**config.mk**
```make
export PLATFORM = sky130hd
export DESIGN_NAME = bp_mem_resp_delay_queue
export DESIGN_NICKNAME = d
export VERILOG_FILES = /design/src/rtl/bp_mem_resp_delay_queue.sv
export SDC_FILE = /design/constraint.sdc
export NUM_CORES = 2
export LEC_CHECK = 0
export CORE_AREA = 2 2 613 615
export DETAILED_ROUTE_END_ITERATION = 10
export DIE_AREA = 0 0 615 617
export GPL_TIMING_DRIVEN = 0
export HOLD_SLACK_MARGIN = 0.08
export PLACE_DENSITY = 0.52
export SETUP_SLACK_MARGIN = 0.5
export SLEW_MARGIN = 10
export SYNTH_ARGS = -nofsm -noshare
export SYNTH_HDL_FRONTEND = slang
export SYNTH_SLANG_ARGS = --single-unit
```
**constraint.sdc**
```tcl
create_clock -name clk_i -period 26.7 [get_ports clk_i]
set_input_delay 2.67 -clock clk_i [delete_from_list [all_inputs] [get_ports clk_i]]
set_output_delay 2.67 -clock clk_i [all_outputs]
set_load 0.01 [all_outputs]
```
**src/rtl/bp_mem_resp_delay_queue.sv**
```systemverilog
// In-order response queue that holds each message for a per-message number of cycles before release.
// Optional combinational bypass for empty-queue, zero-latency messages: define BP_MEM_RESP_DELAY_BYPASS_EN.
module bp_mem_resp_delay_queue #(
    parameter int msg_width_p     = 600,
    parameter int els_p           = 4,
    parameter int latency_width_p = 8
) (
    input  logic                         clk_i,
    input  logic                         reset_n_i,
    input  logic [latency_width_p-1:0]   latency_i,
    input  logic [msg_width_p-1:0]       data_i,
    input  logic                         v_i,
    output logic                         ready_o,
    output logic [msg_width_p-1:0]       data_o,
    output logic                         v_o,
    input  logic                         ready_i,
    output logic [$clog2(els_p+1)-1:0]   count_o
);

    localparam int ptr_w_lp = $clog2(els_p);
    localparam int cnt_w_lp = $clog2(els_p + 1);
    localparam logic [cnt_w_lp-1:0] els_lp = cnt_w_lp'(els_p);

    logic [msg_width_p-1:0]     mem_r   [els_p];
    logic [latency_width_p-1:0] delay_r [els_p];
    logic [els_p-1:0]           valid_r;
    logic [ptr_w_lp-1:0]        wr_ptr_r;
    logic [ptr_w_lp-1:0]        rd_ptr_r;
    logic [cnt_w_lp-1:0]        count_r;

    logic head_rdy;
    logic byp_take;
    logic enq;
    logic deq;

    // Handshakes: a transfer happens on a rising edge where valid and ready are both high.
    // ready_o depends only on the registered count, and v_o never depends on ready_i.
    assign head_rdy = valid_r[rd_ptr_r] & (delay_r[rd_ptr_r] == '0);
    assign ready_o  = (count_r < els_lp);
    assign count_o  = count_r;

`ifdef BP_MEM_RESP_DELAY_BYPASS_EN
    logic byp;
    // A zero-latency message into an empty queue is shown immediately; if the client
    // does not take it, it is enqueued with countdown 0 so data_o holds next cycle.
    assign byp      = (count_r == '0) & v_i & (latency_i == '0);
    assign byp_take = byp & ready_i;
    assign v_o      = head_rdy | byp;
    assign data_o   = head_rdy ? mem_r[rd_ptr_r] : (byp ? data_i : '0);
`else
    assign byp_take = 1'b0;
    assign v_o      = head_rdy;
    assign data_o   = head_rdy ? mem_r[rd_ptr_r] : '0;
`endif

    assign enq = v_i & ready_o & ~byp_take;
    assign deq = head_rdy & ready_i;

    always_ff @(posedge clk_i or negedge reset_n_i) begin
        if (!reset_n_i) begin
            wr_ptr_r <= '0;
            rd_ptr_r <= '0;
            count_r  <= '0;
        end else begin
            if (enq) wr_ptr_r <= wr_ptr_r + ptr_w_lp'(1);
            if (deq) rd_ptr_r <= rd_ptr_r + ptr_w_lp'(1);
            count_r <= count_r + cnt_w_lp'(enq) - cnt_w_lp'(deq);
        end
    end

    // Every occupied entry counts down concurrently, so latencies overlap.
    always_ff @(posedge clk_i or negedge reset_n_i) begin
        if (!reset_n_i) begin
            valid_r <= '0;
            for (int i = 0; i < els_p; i++) delay_r[i] <= '0;
        end else begin
            for (int i = 0; i < els_p; i++) begin
                if (enq && (wr_ptr_r == ptr_w_lp'(i))) begin
                    valid_r[i] <= 1'b1;
                    delay_r[i] <= latency_i;
                end else begin
                    if (deq && (rd_ptr_r == ptr_w_lp'(i))) valid_r[i] <= 1'b0;
                    if (valid_r[i] && (delay_r[i] != '0))
                        delay_r[i] <= delay_r[i] - latency_width_p'(1);
                end
            end
        end
    end

    always_ff @(posedge clk_i) begin
        if (enq) mem_r[wr_ptr_r] <= data_i;
    end

endmodule

```
Word level (Yosys, flattened, before mapping) --
Memory sizes are Yosys's and may differ from the RTL's. Index checks and enable logic that the tools add are counted.
Storage, ports and cells: register bits after elaboration 43, bits in writable memories 2400, input port bits 612, memories 1
Memory list:
- mem_r | words 4, bits a word 600, read ports 1, clocked after Yosys merged registers in 0, wr ports 1, RTL line 24 | logic [msg_width_p-1:0] mem_r [els_p];
Cells by class: $add $sub $neg 8, magnitude comparators 3, equal/unequal tests 6, muxes and demuxes 24, bitwise gates (word level) 4, reductions and logical operators 27
Operators with widths (number):
- 600-bit two-way mux | 1
- 8-bit two-way mux | 10
- 8-bit nonzero test | 4
- 8-bit by 1-bit subtractor with 8-bit output (second input constant) | 4
- 8-bit binary-select mux with 2-bit select | 1
- 2-bit nonzero test | 8
- 1-bit logical AND | 12
- 1-bit two-way mux | 11
- 2-bit == test (second input constant) | 4
- 8-bit logical NOT | 1
- 2-bit by 1-bit adder with 2-bit output (second input constant) | 2
- 2-bit by 1-bit == test with 1-bit output (second input constant) | 2
- 2-bit logical NOT | 2
- 3-bit by 1-bit adder with 3-bit output | 1
- 1-bit AND | 3
- 3-bit greater-or-equal comparator (second input constant) | 1
- 2-bit by 3-bit < comparator with 1-bit output (second input constant) | 1
- 3-bit < comparator (second input constant) | 1
- 2-bit NOT with 3-bit output | 1
- 3-bit by 1-bit subtractor with 3-bit output | 1
- 1-bit binary-select mux with 2-bit select | 1

Logic depth before layout (Yosys ltp) --
depth in word-level cells 10, depth in mapped cells 13, mapped depth without buffers 10

Worst setup path before layout --
OpenSTA, ideal clock, no wires.
path type input to register, start input v_i, end register delay_r[16] (netlist bit), library setup time 853 ps, arrival 20933 ps, data required time 25847 ps, setup slack 4913 ps, stages on the path 6, buffers on the path 2, path through nor2b_1 clkbuf_1 nand2_1 inv_1 clkbuf_1 o21ai_0
Between the ends: cells in the longest elaborated chain, start to end 3, elaborated cells on any way between the ends 4
Ends and longest elaborated chain:
- start: declaration | RTL line 12 | input logic v_i,
- 1-bit AND (*) | RTL line 56 | assign enq = v_i & ready_o & ~byp_take;
- 1-bit logical AND (*) | RTL line 78 | if (enq && (wr_ptr_r == ptr_w_lp'(i))) begin
- 8-bit two-way mux or 2-bit nonzero test (tied branches)
- end signal: indexed assignment | RTL line 80 | delay_r[i] <= latency_i;
- end signal: indexed assignment | RTL line 84 | delay_r[i] <= delay_r[i] - latency_width_p'(1);
- end: declaration | RTL line 25 | logic [latency_width_p-1:0] delay_r [els_p];
Mark *: on every way between the ends. The rest lies on a longest branch, timed or not. A chain may end at the register's enable or synchronous reset.

Worst setup path in the final report --
start register rd_ptr_r[0], end output data_o[151]
Between the ends: cells in the longest elaborated chain, start to end 7, elaborated cells on any way between the ends 10
Ends and longest elaborated chain:
- start: declaration | RTL line 28 | logic [ptr_w_lp-1:0] rd_ptr_r;
- start signal: assignment | RTL line 66 | if (deq) rd_ptr_r <= rd_ptr_r + ptr_w_lp'(1);
- 2-bit NOT with 3-bit output (implied by the code) | RTL line 38 | assign head_rdy = valid_r[rd_ptr_r] & (delay_r[rd_ptr_r] == '0);
- 8-bit binary-select mux with 2-bit select | RTL line 38
- 8-bit two-way mux (implied by the code) (2 in a row) | RTL line 38
- 8-bit logical NOT | RTL line 38
- 1-bit AND | RTL line 38
- 600-bit two-way mux (*) | RTL line 53 | assign data_o = head_rdy ? mem_r[rd_ptr_r] : '0;
- end: declaration | RTL line 14 | output logic [msg_width_p-1:0] data_o,
Mark *: on every way between the ends. The rest lies on a longest branch, timed or not. The select of a mux whose other input is x is not followed.

==> impl_metrics.yaml <==
hold_path:
  hold_path.class: "reg2reg"
detailed_routing:
  first_pass_iters: 7
  vias: 46976
  drtIter0Drc: 3327
  via_per_inst: 4.32
  drc: 0
  wire_per_inst_um: 25.9
  drt_wl_total_um: 282000
  drtAntennaViolNets: 0
timing:
  drv_slew: 0
  worst_slew_pin_slew_ns: 1.16
  rsz0062_at_grt: "false"
  clock.fmax_mhz: 129
  setup_tns_ns: 0
  finClkSkew_ns: 0.0585
  relSlewSlack: 0.225
  min_period_ns: 7.77
  finalHoldViolCount: 0
  min_period_over_period: 0.291
  setup_viol: 0
  setup_ws_ns: 18.93
synth:
  ys_top_cells_by_area: "edfxtp_1 78%, mux4_2 15%, and2_1 4.1%"
  yosysMostFrequentCell: "edfxtp_1"
  syn_inst: 4078
  synth-simple-area-share: 0.0451
  syn_area_per_cell_sq_um: 22.8
  synth_top_family_by_area: "multiplexers"
  yosys-top-cells-count: "2400 x edfxtp_1, 602 x and2_1, 600 x mux4_2"
  seq_area_frac_synth: 0.787
  synth_compound_area_frac: 0.00536
  synth_area_sq_mm: 0.0929
  ys.flop_type: "edfxtp_1"
  synth_xor_area_frac: 0.00226
  synth.top_cell.area_share: 0.776
  syn-num-nets: 4709
  ys_warn_count: 0
  ys_types: 57
  ys_ff_latch: 2443
  synth_top_area_cell: "edfxtp_1"
  synth.area.mux_share: 0.146
  synth-adder-area-share: 0.00264
  synth_edf_count: 2400
  async_flop_share: 0.0176
clock_tree:
  cts_htree_levels: 5
  cts_tree: "built"
  postCtsSetupBuffers: 0
  cts-buffers-inserted: 282
  clk_pin_slew_worst_paths_ns: 0.06
  hold_buffers: 0
  cts_resized: 0
  clkLatencyLatePin_ns: 0.88
  clockBufferDepth: 4
  cts_root_buf: "clkbuf_16"
  cts.sinks: 2443
floorplan:
  die_w_um: 615
  core_sq_mm: 0.374
  die_h_um: 617
  die-area_sq_mm: 0.379
  ios: 1217
  start_util: 0.249
  std_cell_rows: 225
outcome:
  status: "completed"
global_route:
  track_usage: 0.143
  grt_overflow: 0
  grt_max_degree: 79
  grt_pass1_wl_um: 389000
  grt_pass1_vias: 49352
  antenna_found_initial: 128
placed_design:
  gp_congestion: 0.786
  post-place-ws_ns: 19.37
  portBuffers: 1215
  post-dp-hpwl_um: 199000
worst_setup_path:
  critPathMaxFanout: 11
  critical_path_class: "reg2out"
  required_ns: 24.03
  cp-end-kind: "primary output"
  crit_path_start_kind: "register"
  arrival_ns: 5.10
job:
  maxCapViolCount: 0
pwr:
  peakVddDrop_v: 0.0000595
  total_leakage_power_nw: 39.3
  power_density_mw_per_mm2: 82.1
finish:
  layout.nets: 6259
  fillCellCount: 35687
  syn_to_final_growth_pct: 31.0
  drive_above_1_share: 0.195
cell usage in the layout (no fill, tap or decap), types with 5 or more instances in the layout:
cell,count
clkbuf_1,173
o311ai_0,5
buf_1,6
nor2_1,20
or3_1,6
a31oi_1,6
inv_6,9
diode_2,38
mux4_2,600
buf_16,48
clkinv_2,41
nor3_1,5
bufinv_16,22
buf_4,15
ha_1,18
clkinv_1,53
clkinv_8,9
inv_1,26
clkdlybuf4s50_1,1214
clkinvlp_4,5
dfrtp_1,43
and2_1,602
o21ai_0,17
clkinv_4,5
clkbuf_16,284
xor2_1,7
a21oi_1,11
nand2_1,23
clkbuf_2,41
buf_2,23
xnor2_1,17
edfxtp_1,2400
logic make-up after synthesis:
group | after synthesis
xor+xnor | 24
compound gates | 71
fa+ha+maj | 19
mux | 607
simple gates | 679
buf+inv | 235
flops | 2443
through the flow:
step           total power [W]  std cells  instance area, sq um   util  hold slack (ns)
2_1_floorplan          0.00616       4078                 92900      -            0.516
3_3_place_gp           0.00713      10287                111000  0.298            0.535
3_5_place_dp           0.00638      10338                113000  0.302            0.520
4_1_cts                 0.0102      10829                122000  0.325            0.538
5_1_grt                 0.0104      10850                122000  0.326            0.583
6_report               0.00999      10867                122000  0.326            0.539
final timing paths:
| path | from | to | slack [ns] | cells after the start |
|---|---|---|---|---|
| hold reg to reg | count_o[0]$_DFF_PN0_ | count_o[0]$_DFF_PN0_ | 0.54 | 1 |
| setup reg to reg | rd_ptr_r[0]$_DFFE_PN0P_ | count_o[2]$_DFF_PN0_ | 22.52 | 13 |
| max in group asynchronous | reset_n_i | delay_r[24]$_DFFE_PN0P_ | 24.44 | 2 |
| min in group asynchronous | reset_n_i | count_o[0]$_DFF_PN0_ | 1.71 | 1 |
| hold / removal | count_o[0]$_DFF_PN0_ | count_o[0]$_DFF_PN0_ | 0.54 | 1 |
| setup / recovery | rd_ptr_r[0]$_DFFE_PN0P_ | data_o[151] | 18.93 | 8 |
where the power goes:
part	internal [W]	switching, W
Combinational	0.000594	0.000737
Clock	0.00218	0.00155
Sequential	0.00480	0.000121
final cells by class:
class / count / area (sq um) / area share
Buffer: 207 / 935 / 0.00768
Tap cell: 4994 / 6250 / 0.0513
Antenna cell: 38 / 95.1 / 0.000781
Multi-Input combinational cell: 1400 / 18700 / 0.154
Sequential cell: 2443 / 73100 / 0.601
Clock inverter: 150 / 1530 / 0.0126
Timing Repair Buffer: 1266 / 13500 / 0.111
Clock buffer: 341 / 7350 / 0.0604
Inverter: 28 / 118 / 0.000967
worst max-delay path, stage by stage, from the launching register on:
cell             delay (ns)
dfrtp_1                0.37
buf_2                  0.71
inv_1                  0.29
nor4_1                 0.42
o32a_2                 0.35
buf_2                  0.45
clkbuf_2               0.56
and2_1                 0.21
clkdlybuf4s50_1        0.81
flip-flops by register name, summed over array words and instances (netlist names):
signal    count
valid_r       4
count_o       3
delay_r      32
wr_ptr_r      2
rd_ptr_r      2
mem_r      2400
layer usage:
| layer | GRT usage | vias to the layer above | share of wire |
|---|---|---|---|
| met5 | 0 | - | 0.0014 |
| met4 | 0.0557 | 60 | 0.041 |
| met3 | 0.0362 | 586 | 0.065 |
| met2 | 0.254 | 1507 | 0.51 |
| met1 | 0.166 | 24840 | 0.38 |
| li1 | - | 19983 | - |
(Power assumes the default switching activity.)
